$ cat config.mk
export PLATFORM = sky130hd
export DESIGN_NAME = ltc_sdo_deserializer
export DESIGN_NICKNAME = d
export VERILOG_FILES = /design/src/rtl/ltc_adc_pkg.sv /design/src/rtl/ltc_channel_deser.sv /design/src/rtl/ltc_sdo_deserializer.sv
export SDC_FILE = /design/constraint.sdc
export NUM_CORES = 1
export LEC_CHECK = 0
export CAP_MARGIN = 20
export CORE_MARGIN = 5
export CORE_UTILIZATION = 35
export DETAILED_ROUTE_END_ITERATION = 10
export PLACE_DENSITY = 0.49
export RECOVER_POWER = 100
export REMOVE_ABC_BUFFERS = 1
export SYNTH_ARGS = -nofsm -noshare
export SYNTH_HDL_FRONTEND = slang
export SYNTH_SLANG_ARGS = --single-unit
$ cat constraint.sdc
create_clock -name adc_clkout -period 35.3 [get_ports adc_clkout]
set_clock_uncertainty 0.2 [all_clocks]
set_input_delay 7.06 -clock adc_clkout [delete_from_list [all_inputs] [get_ports adc_clkout]]
set_output_delay 7.06 -clock adc_clkout [all_outputs]
set_load 0.1 [all_outputs]
$ cat src/rtl/ltc_adc_pkg.sv
// Shared constants, types and helpers for the LTC232x SDO capture path.
package ltc_adc_pkg;

   localparam int LTC_MAX_LANES    = 4;
   localparam int LTC_MAX_AVG_LOG2 = 4;

   typedef logic [7:0] frame_count_t;

   function automatic int edges_per_frame(input int bits, input int lanes);
      return bits / lanes;
   endfunction

endpackage

$ cat src/rtl/ltc_channel_deser.sv
// One ADC channel: multi-lane shift register, optional MSB flip, frame
// accumulator and the held output word.
module ltc_channel_deser #(
   parameter int BITS           = 16,
   parameter int LANES          = 1,
   parameter int OUT_BITS       = 13,
   parameter int AVG_LOG2       = 0,
   parameter int TWOS_TO_OFFSET = 0
) (
   input  logic                adc_clkout,
   input  logic                reset_150mhz,
   input  logic [LANES-1:0]    sdo_i,
   input  logic                frameDone_i,
   input  logic                publish_i,
   output logic [OUT_BITS-1:0] word_o
);

   localparam int ACC_W = BITS + AVG_LOG2;

   logic [BITS-1:0]     shift_q, shift_d;
   logic [BITS-1:0]     laneBits;
   logic [BITS-1:0]     sample;
   logic [ACC_W-1:0]    acc_q, acc_d;
   logic [OUT_BITS-1:0] word_q, word_d;

   // Lane 0 lands in the more significant position of each edge's bit group;
   // the average is taken straight from the top of the widened accumulator.
   always_comb begin
      laneBits = '0;
      for (int j = 0; j < LANES; j++) begin
         laneBits[LANES-1-j] = sdo_i[j];
      end
      shift_d = (shift_q << LANES) | laneBits;
      sample  = shift_d;
      if (TWOS_TO_OFFSET != 0) begin
         sample[BITS-1] = ~shift_d[BITS-1];
      end
      acc_d  = acc_q + ACC_W'(sample);
      word_d = acc_d[ACC_W-1 -: OUT_BITS];
   end

   always_ff @(posedge adc_clkout or posedge reset_150mhz) begin
      if (reset_150mhz) begin
         shift_q <= '0;
         acc_q   <= '0;
         word_q  <= '0;
      end else begin
         shift_q <= shift_d;
         if (publish_i) begin
            acc_q  <= '0;
            word_q <= word_d;
         end else if (frameDone_i) begin
            acc_q <= acc_d;
         end
      end
   end

   assign word_o = word_q;

endmodule

$ cat src/rtl/ltc_sdo_deserializer.sv
// Multi-channel LTC232x SDO deserializer: shared frame/average counters plus
// one ltc_channel_deser per channel, publishing held words and a frame toggle.
module ltc_sdo_deserializer
   import ltc_adc_pkg::*;
#(
   parameter int N_CH           = 8,
   parameter int BITS           = 16,
   parameter int LANES          = 1,
   parameter int OUT_BITS       = 13,
   parameter int AVG_LOG2       = 0,
   parameter int TWOS_TO_OFFSET = 0
) (
   input  logic                     adc_clkout,
   input  logic                     reset_150mhz,
   input  logic [N_CH*LANES-1:0]    adc_sdo,
   output logic [N_CH*OUT_BITS-1:0] ain_data,
   output logic                     frame_toggle,
   output frame_count_t             frame_count
);

   localparam int EDGES = edges_per_frame(BITS, LANES);
   localparam int CNT_W = (EDGES > 1) ? $clog2(EDGES) : 1;
   localparam int AVG_N = 1 << AVG_LOG2;
   localparam int AVG_W = (AVG_LOG2 > 0) ? AVG_LOG2 : 1;

   if ((LANES != 1) && (LANES != 2) && (LANES != LTC_MAX_LANES)) begin : gBadLanes
      $fatal(1, "ltc_sdo_deserializer: LANES must be 1, 2 or 4");
   end
   if ((BITS % LANES) != 0) begin : gBadBits
      $fatal(1, "ltc_sdo_deserializer: BITS must be a multiple of LANES");
   end
   if (OUT_BITS > BITS) begin : gBadOut
      $fatal(1, "ltc_sdo_deserializer: OUT_BITS must not exceed BITS");
   end
   if ((AVG_LOG2 < 0) || (AVG_LOG2 > LTC_MAX_AVG_LOG2)) begin : gBadAvg
      $fatal(1, "ltc_sdo_deserializer: AVG_LOG2 must be 0..4");
   end

   logic [CNT_W-1:0] edgeCnt_q, edgeCnt_d;
   logic [AVG_W-1:0] avgCnt_q, avgCnt_d;
   logic             frameToggle_q, frameToggle_d;
   frame_count_t     frameCount_q, frameCount_d;
   logic             frameDone;
   logic             publish;

   // Framing is purely edge-count based; only reset can realign it.
   always_comb begin
      frameDone     = (edgeCnt_q == CNT_W'(EDGES - 1));
      publish       = frameDone && (avgCnt_q == AVG_W'(AVG_N - 1));
      edgeCnt_d     = frameDone ? '0 : edgeCnt_q + 1'b1;
      avgCnt_d      = avgCnt_q;
      frameToggle_d = frameToggle_q;
      frameCount_d  = frameCount_q;
      if (publish) begin
         avgCnt_d      = '0;
         frameToggle_d = ~frameToggle_q;
         frameCount_d  = frameCount_q + 8'd1;
      end else if (frameDone) begin
         avgCnt_d = avgCnt_q + 1'b1;
      end
   end

   always_ff @(posedge adc_clkout or posedge reset_150mhz) begin
      if (reset_150mhz) begin
         edgeCnt_q     <= '0;
         avgCnt_q      <= '0;
         frameToggle_q <= 1'b0;
         frameCount_q  <= '0;
      end else begin
         edgeCnt_q     <= edgeCnt_d;
         avgCnt_q      <= avgCnt_d;
         frameToggle_q <= frameToggle_d;
         frameCount_q  <= frameCount_d;
      end
   end

   for (genvar c = 0; c < N_CH; c++) begin : gCh
      ltc_channel_deser #(
         .BITS           (BITS),
         .LANES          (LANES),
         .OUT_BITS       (OUT_BITS),
         .AVG_LOG2       (AVG_LOG2),
         .TWOS_TO_OFFSET (TWOS_TO_OFFSET)
      ) uCh (
         .adc_clkout   (adc_clkout),
         .reset_150mhz (reset_150mhz),
         .sdo_i        (adc_sdo[c*LANES +: LANES]),
         .frameDone_i  (frameDone),
         .publish_i    (publish),
         .word_o       (ain_data[c*OUT_BITS +: OUT_BITS])
      );
   end

   assign frame_toggle = frameToggle_q;
   assign frame_count  = frameCount_q;

endmodule

Word level (Yosys, flattened, before mapping)
Index checks and enable logic that the tools add are counted.
- equality and inequality tests: 1
- reduce and logical (&&, ||, !) cells: 2
- add/sub/neg operators: 11
- muxes and demuxes: 19
- bitwise operators: 10
- operators with widths (kind ; number):
    $mux W16 ; 16
    $add A16 B16 Y16 ; 8
    $or A16 B1 Y16 ; 8
    $add A8 B1 Y8 const B ; 1
    $add A4 B1 Y4 const B ; 1
    $eq A4 B4 Y1 const B ; 1
    $mux W4 ; 1
    $mux W1 ; 2
    $not A1 Y1 ; 2
    $reduce_bool A2 Y1 ; 1
    $add A1 B1 Y1 const B ; 1
    $logic_and A1 B1 Y1 ; 1
- flip-flop bits (word level): 366
- word-level logic and storage cells: 71
- input port bits: 10
- output and inout bits: 113

Logic depth before layout (Yosys ltp)
- depth in word-level cells: 4
- mapped depth: 10
- depth with buffers taken out: 10

Hierarchy
A second synthesis with hierarchy kept.
- cells, all modules: 1896
- area, all modules: 19992.9 µm²
- modules (own cells, without submodules) (module ; sequential area each (µm²) ; area an instance (µm²) ; cells each ; times used):
    ltc_channel_deser (gCh[2].uCh ...) ; 1101.1 ; 2458.6 ; 236 ; 3
    ltc_channel_deser (gCh[5].uCh ...) ; 1101.1 ; 2413.6 ; 228 ; 2
    ltc_channel_deser (gCh[6].uCh) ; 1101.1 ; 2422.3 ; 228 ; 1
    ltc_channel_deser (gCh[0].uCh) ; 1101.1 ; 2386.0 ; 217 ; 1
    ltc_channel_deser (gCh[1].uCh) ; 1101.1 ; 2381.0 ; 238 ; 1
    ltc_sdo_deserializer ; 350.3 ; 600.6 ; 49 ; 1

Worst setup path before layout
Ideal clock, no wire load.
- kind: input -> register
- start point: input port adc_sdo[7]
- end point: register gCh[7].uCh.acc_q[12]
- stages: 10
- setup slack: 25.800 ns
- library setup time: 0.133 ns
- data arrival time: 9.167 ns
- required time: 34.967 ns
- path through: ha_1 fa_1 a21o_1 a21oi_1 nor2b_1 o21a_1 o221a_2 a311oi_1 xor2_1 o21ai_0
- cells in the longest elaborated chain, start to end: 4
- RTL lines (element ; line ; RTL):
    from (decl) ; ltc_sdo_deserializer.sv:15 ; input logic [N_CH*LANES-1:0] adc_sdo,
    $or A16 B1 Y16 ; ltc_channel_deser.sv:33 ; shift_d = (shift_q << LANES) | laneBits;
    $add A16 B16 Y16 ; ltc_channel_deser.sv:38 ; acc_d = acc_q + ACC_W'(sample);
    $mux W16 ; ltc_channel_deser.sv:52 ; end else if (frameDone_i) begin
    $mux W16 ; ltc_channel_deser.sv:49 ; if (publish_i) begin
    to (signal assigned) ; ltc_channel_deser.sv:45 ; acc_q <= '0;
    to (signal assigned) ; ltc_channel_deser.sv:50 ; acc_q <= '0;
    to (signal assigned) ; ltc_channel_deser.sv:53 ; acc_q <= acc_d;
    to (decl) ; ltc_channel_deser.sv:23 ; logic [ACC_W-1:0] acc_q, acc_d;
No other way between the ends. The select of a mux whose other input is x is not followed.
A chain may end at the register's enable or synchronous reset.

==> impl_metrics.env <==
export IMPL_die_y_um=231
export IMPL_pre_cts_ws_ns=24.92
export IMPL_peakVddDrop_mv=0.0237
export IMPL_intPower_mw=0.715
export IMPL_hold_ws_ns=0.173
export IMPL_critPathLaunchType="input pin"
export IMPL_p_leak_nw=9.55
export IMPL_switching_power_mw=0.259
export IMPL_numCtsBuffers=43
export IMPL_ys_flop_type="dfrtp_1"
export IMPL_remaining_drc_errors=0
export IMPL_required_ns=33.53
export IMPL_yosysUniqueCellTypes=63
export IMPL_grt_pass1_wl_mm=64.6
export IMPL_arrival_ns=17.43
export IMPL_antennaDiodeCount=0
export IMPL_slowest_delay_ns=6.38
export IMPL_synth_seq_cells=366
export IMPL_finalSetupViolCount=0
export IMPL_top_layer="met4"
export IMPL_synthesis_area_um2=17100
export IMPL_min_period_ns=19.19
export IMPL_syn2layout_area_growth_pct=18.7
export IMPL_postSynthCellCount=1646
export IMPL_vias_per_cell=4.97
export IMPL_cp_max_fo=172
export IMPL_drt_iter0_markers=585
export IMPL_crit_type="input pin to asynchronous set/reset pin"
export IMPL_finish_utilization=0.418
export IMPL_ctsResizeCount=0
export IMPL_ant_nets=0
export IMPL_die_x_um=231
export IMPL_slew_violations=551
export IMPL_wl_met1_mm=18.4
export IMPL_crit_slowest_cell="clkbuf_1"
export IMPL_antenna_found_initial=0
export IMPL_synth_edf_count=0
export IMPL_finalSetupTns_ns=0
export IMPL_status="finished, violations left"
export IMPL_stdcell_area_um2=20300
export IMPL_grt_max_degree=173
export IMPL_fin_nets=1903
export IMPL_swShare=0.266
export IMPL_dr_wl_met3_mm=1.42
export IMPL_met2_length_mm=17.4
export IMPL_first_pass_iters=4
export IMPL_p_comb_frac=0.098
export IMPL_fillers=4752
export IMPL_io_buffers=122
export IMPL_vias=12000
export IMPL_ctsLongestPathBuffers=3
export IMPL_layout_drive_gt1_share=0.0468
export IMPL_gp_congestion=0.795
export IMPL_yosysSeqAreaShare=0.535
export IMPL_clk_pin_slew_ns=0.06
export IMPL_fin_crit_sh=0.544
export IMPL_violations="max-capacitance violations, max-slew violations"
export IMPL_powerDensity_nw_per_um2=47.9
export IMPL_placed_area_um2=19000
export IMPL_start_util=0.352
export IMPL_cts_sinks=366
export IMPL_max_cap_viol_count=6
export IMPL_synth_async_sr_flop_share=1.00
export IMPL_rsz0062_at_grt="false"
export IMPL_htree_levels=2
export IMPL_dieArea_um2=53500
export IMPL_gr_total_overflow=0
export IMPL_pin_count=123
export IMPL_postCtsHoldBufs=0
export IMPL_hold_path_class="flop to flop"
export IMPL_rows=81
export IMPL_post_cts_buffers=0
export IMPL_yosys_warnings=0
export IMPL_worst_slack_ns=16.11
export IMPL_grt_pass1_vias=12400
export IMPL_worst_pin_slew_ns=8.89
export IMPL_slew_headroom=-4.92
export IMPL_coreArea_um2=48600
export IMPL_dp_hpwl_mm=24.7
export IMPL_clk_latency_ns=0.56
export IMPL_detail_route_wl_per_cell_um=15.7
export IMPL_hold_viol=0
export IMPL_pwr_share_seq=0.453
export IMPL_max_freq_mhz=52.1
export IMPL_clockRootBuffer="clkbuf_16"
export IMPL_wl_mm=38.0
export IMPL_cp_cell_sequence="dlygate4sd3_1, clkinvlp_2, clkbuf_1"
export IMPL_clockPowerShare=0.449
export IMPL_critPathCaptureType="asynchronous set/reset pin"
export IMPL_cts_tree="done"
export IMPL_track_usage=0.145
export IMPL_synth_avg_cell_area_um2=10.4
==> Yosys cell counts, drive strengths merged, types with 12 or more instances <==
master	n	area (um2)
nor2b	13	81.3
o21ai	246	1230
nand2	287	1080
nand2b	19	119
inv	18	67.6
a21o	37	278
a211oi	14	105
o21bai	12	97.6
xnor2	55	482
ha	122	1530
dfrtp	366	9160
nor2	57	216
a21oi	86	430
nor3	14	70.1
clkbuf	55	216
o31ai	18	135
nand3	34	170
a31oi	12	75.1
xor2	64	561
==> power groups by stage <==
stage               registers, mW  logic (mW)  clock network [mW]
finish                      0.441      0.0957               0.437
detailed placement          0.449       0.100                   0
floorplan                   0.492      0.0307                   0
global placement            0.449       0.100                   0
CTS                         0.442       0.101               0.455
global route                0.443       0.103               0.471
==> per-layer routing <==
metal / GRT usage / up-vias
met5: 0 / -
met1: 0.197 / 5821
met4: 0.0373 / 0
li1: - / 6020
met2: 0.239 / 125
met3: 0.0296 / 53
==> kinds of logic (layout without fill, tap and decap cells) <==
group | count (synthesis) | after routing | synth area share
AOI/OAI and AO/OA | 480 | 480 | 0.165
xor gates and xnor gates | 120 | 120 | 0.0622
adders and majority gates | 130 | 130 | 0.0984
buffers and inverters | 76 | 225 | 0.0172
DFF | 366 | 366 | 0.535
muxes | 7 | 7 | 0.00453
and+or+nand+nor | 467 | 467 | 0.118
==> registers in the layout, indices dropped and copies added, names as in the netlist <==
signal / cells
gCh.uCh.word_o: 104
gCh.uCh.shift_q: 120
gCh.uCh.acc_q: 128
frame_count: 8
edgeCnt_q: 4
avgCnt_q: 1
frame_toggle: 1
==> critical path: cells and delay by family <==
kind | cells | cell delay [ns]
buffers and inverters | 3 | 10.02
==> worst paths after layout <==
check | slack (ns) | startpoint | endpoint | cells after the start
min in group asynchronous | 8.46 | reset_150mhz | gCh[7].uCh.word_o[2] | 2
max | 16.11 | reset_150mhz | gCh[0].uCh.word_o[11] | 3
min | 0.17 | gCh[4].uCh.shift_q[8] | gCh[4].uCh.shift_q[9] | 0
min reg2reg | 0.17 | gCh[4].uCh.shift_q[8] | gCh[4].uCh.shift_q[9] | 0
max in group adc_clkout | 25.18 | adc_sdo[5] | gCh[5].uCh.word_o[11] | 11
max reg2reg | 30.09 | avgCnt_q | gCh[7].uCh.word_o[10] | 4
==> through the flow <==
step | instances | power, mW
after floorplan | 1589 | 0.523
after global placement | 2340 | 0.549
after detailed placement | 2340 | 0.549
after CTS | 2417 | 0.998
after global routing | 2417 | 1.02
final | 2417 | 0.974
==> cell type report <==
type / count / area [um2] / share of cell area
clock buffer: 67 / 1310 / 0.0642
inverter: 19 / 72.6 / 0.00357
multi-input combinational: 1204 / 7670 / 0.377
tap: 622 / 778 / 0.0383
sequential: 366 / 9160 / 0.450
clock inverter: 10 / 85.1 / 0.00418
timing repair buffer: 129 / 1260 / 0.0621
==> cell usage in the layout, fill, tap and decap left out, types with 5 or more instances in the layout <==
master / count
a211oi_1: 14
nor2_1: 57
nor2b_1: 13
nand2b_1: 19
a311oi_1: 5
o31ai_1: 18
nand2_1: 286
a21oi_1: 86
xor2_1: 64
inv_1: 17
o21bai_1: 10
nor3_1: 14
clkbuf_8: 14
o21a_1: 11
o21ai_0: 245
dlygate4sd3_1: 122
ha_1: 122
xnor2_1: 55
nor3b_1: 7
and3_1: 10
clkinv_2: 7
nand4_1: 6
o211ai_1: 8
a31oi_1: 12
fa_1: 8
nand3_1: 34
dfrtp_1: 366
clkbuf_1: 13
or3_1: 8
a21o_1: 37
clkbuf_16: 43
Power figures use the tool's default switching activity.
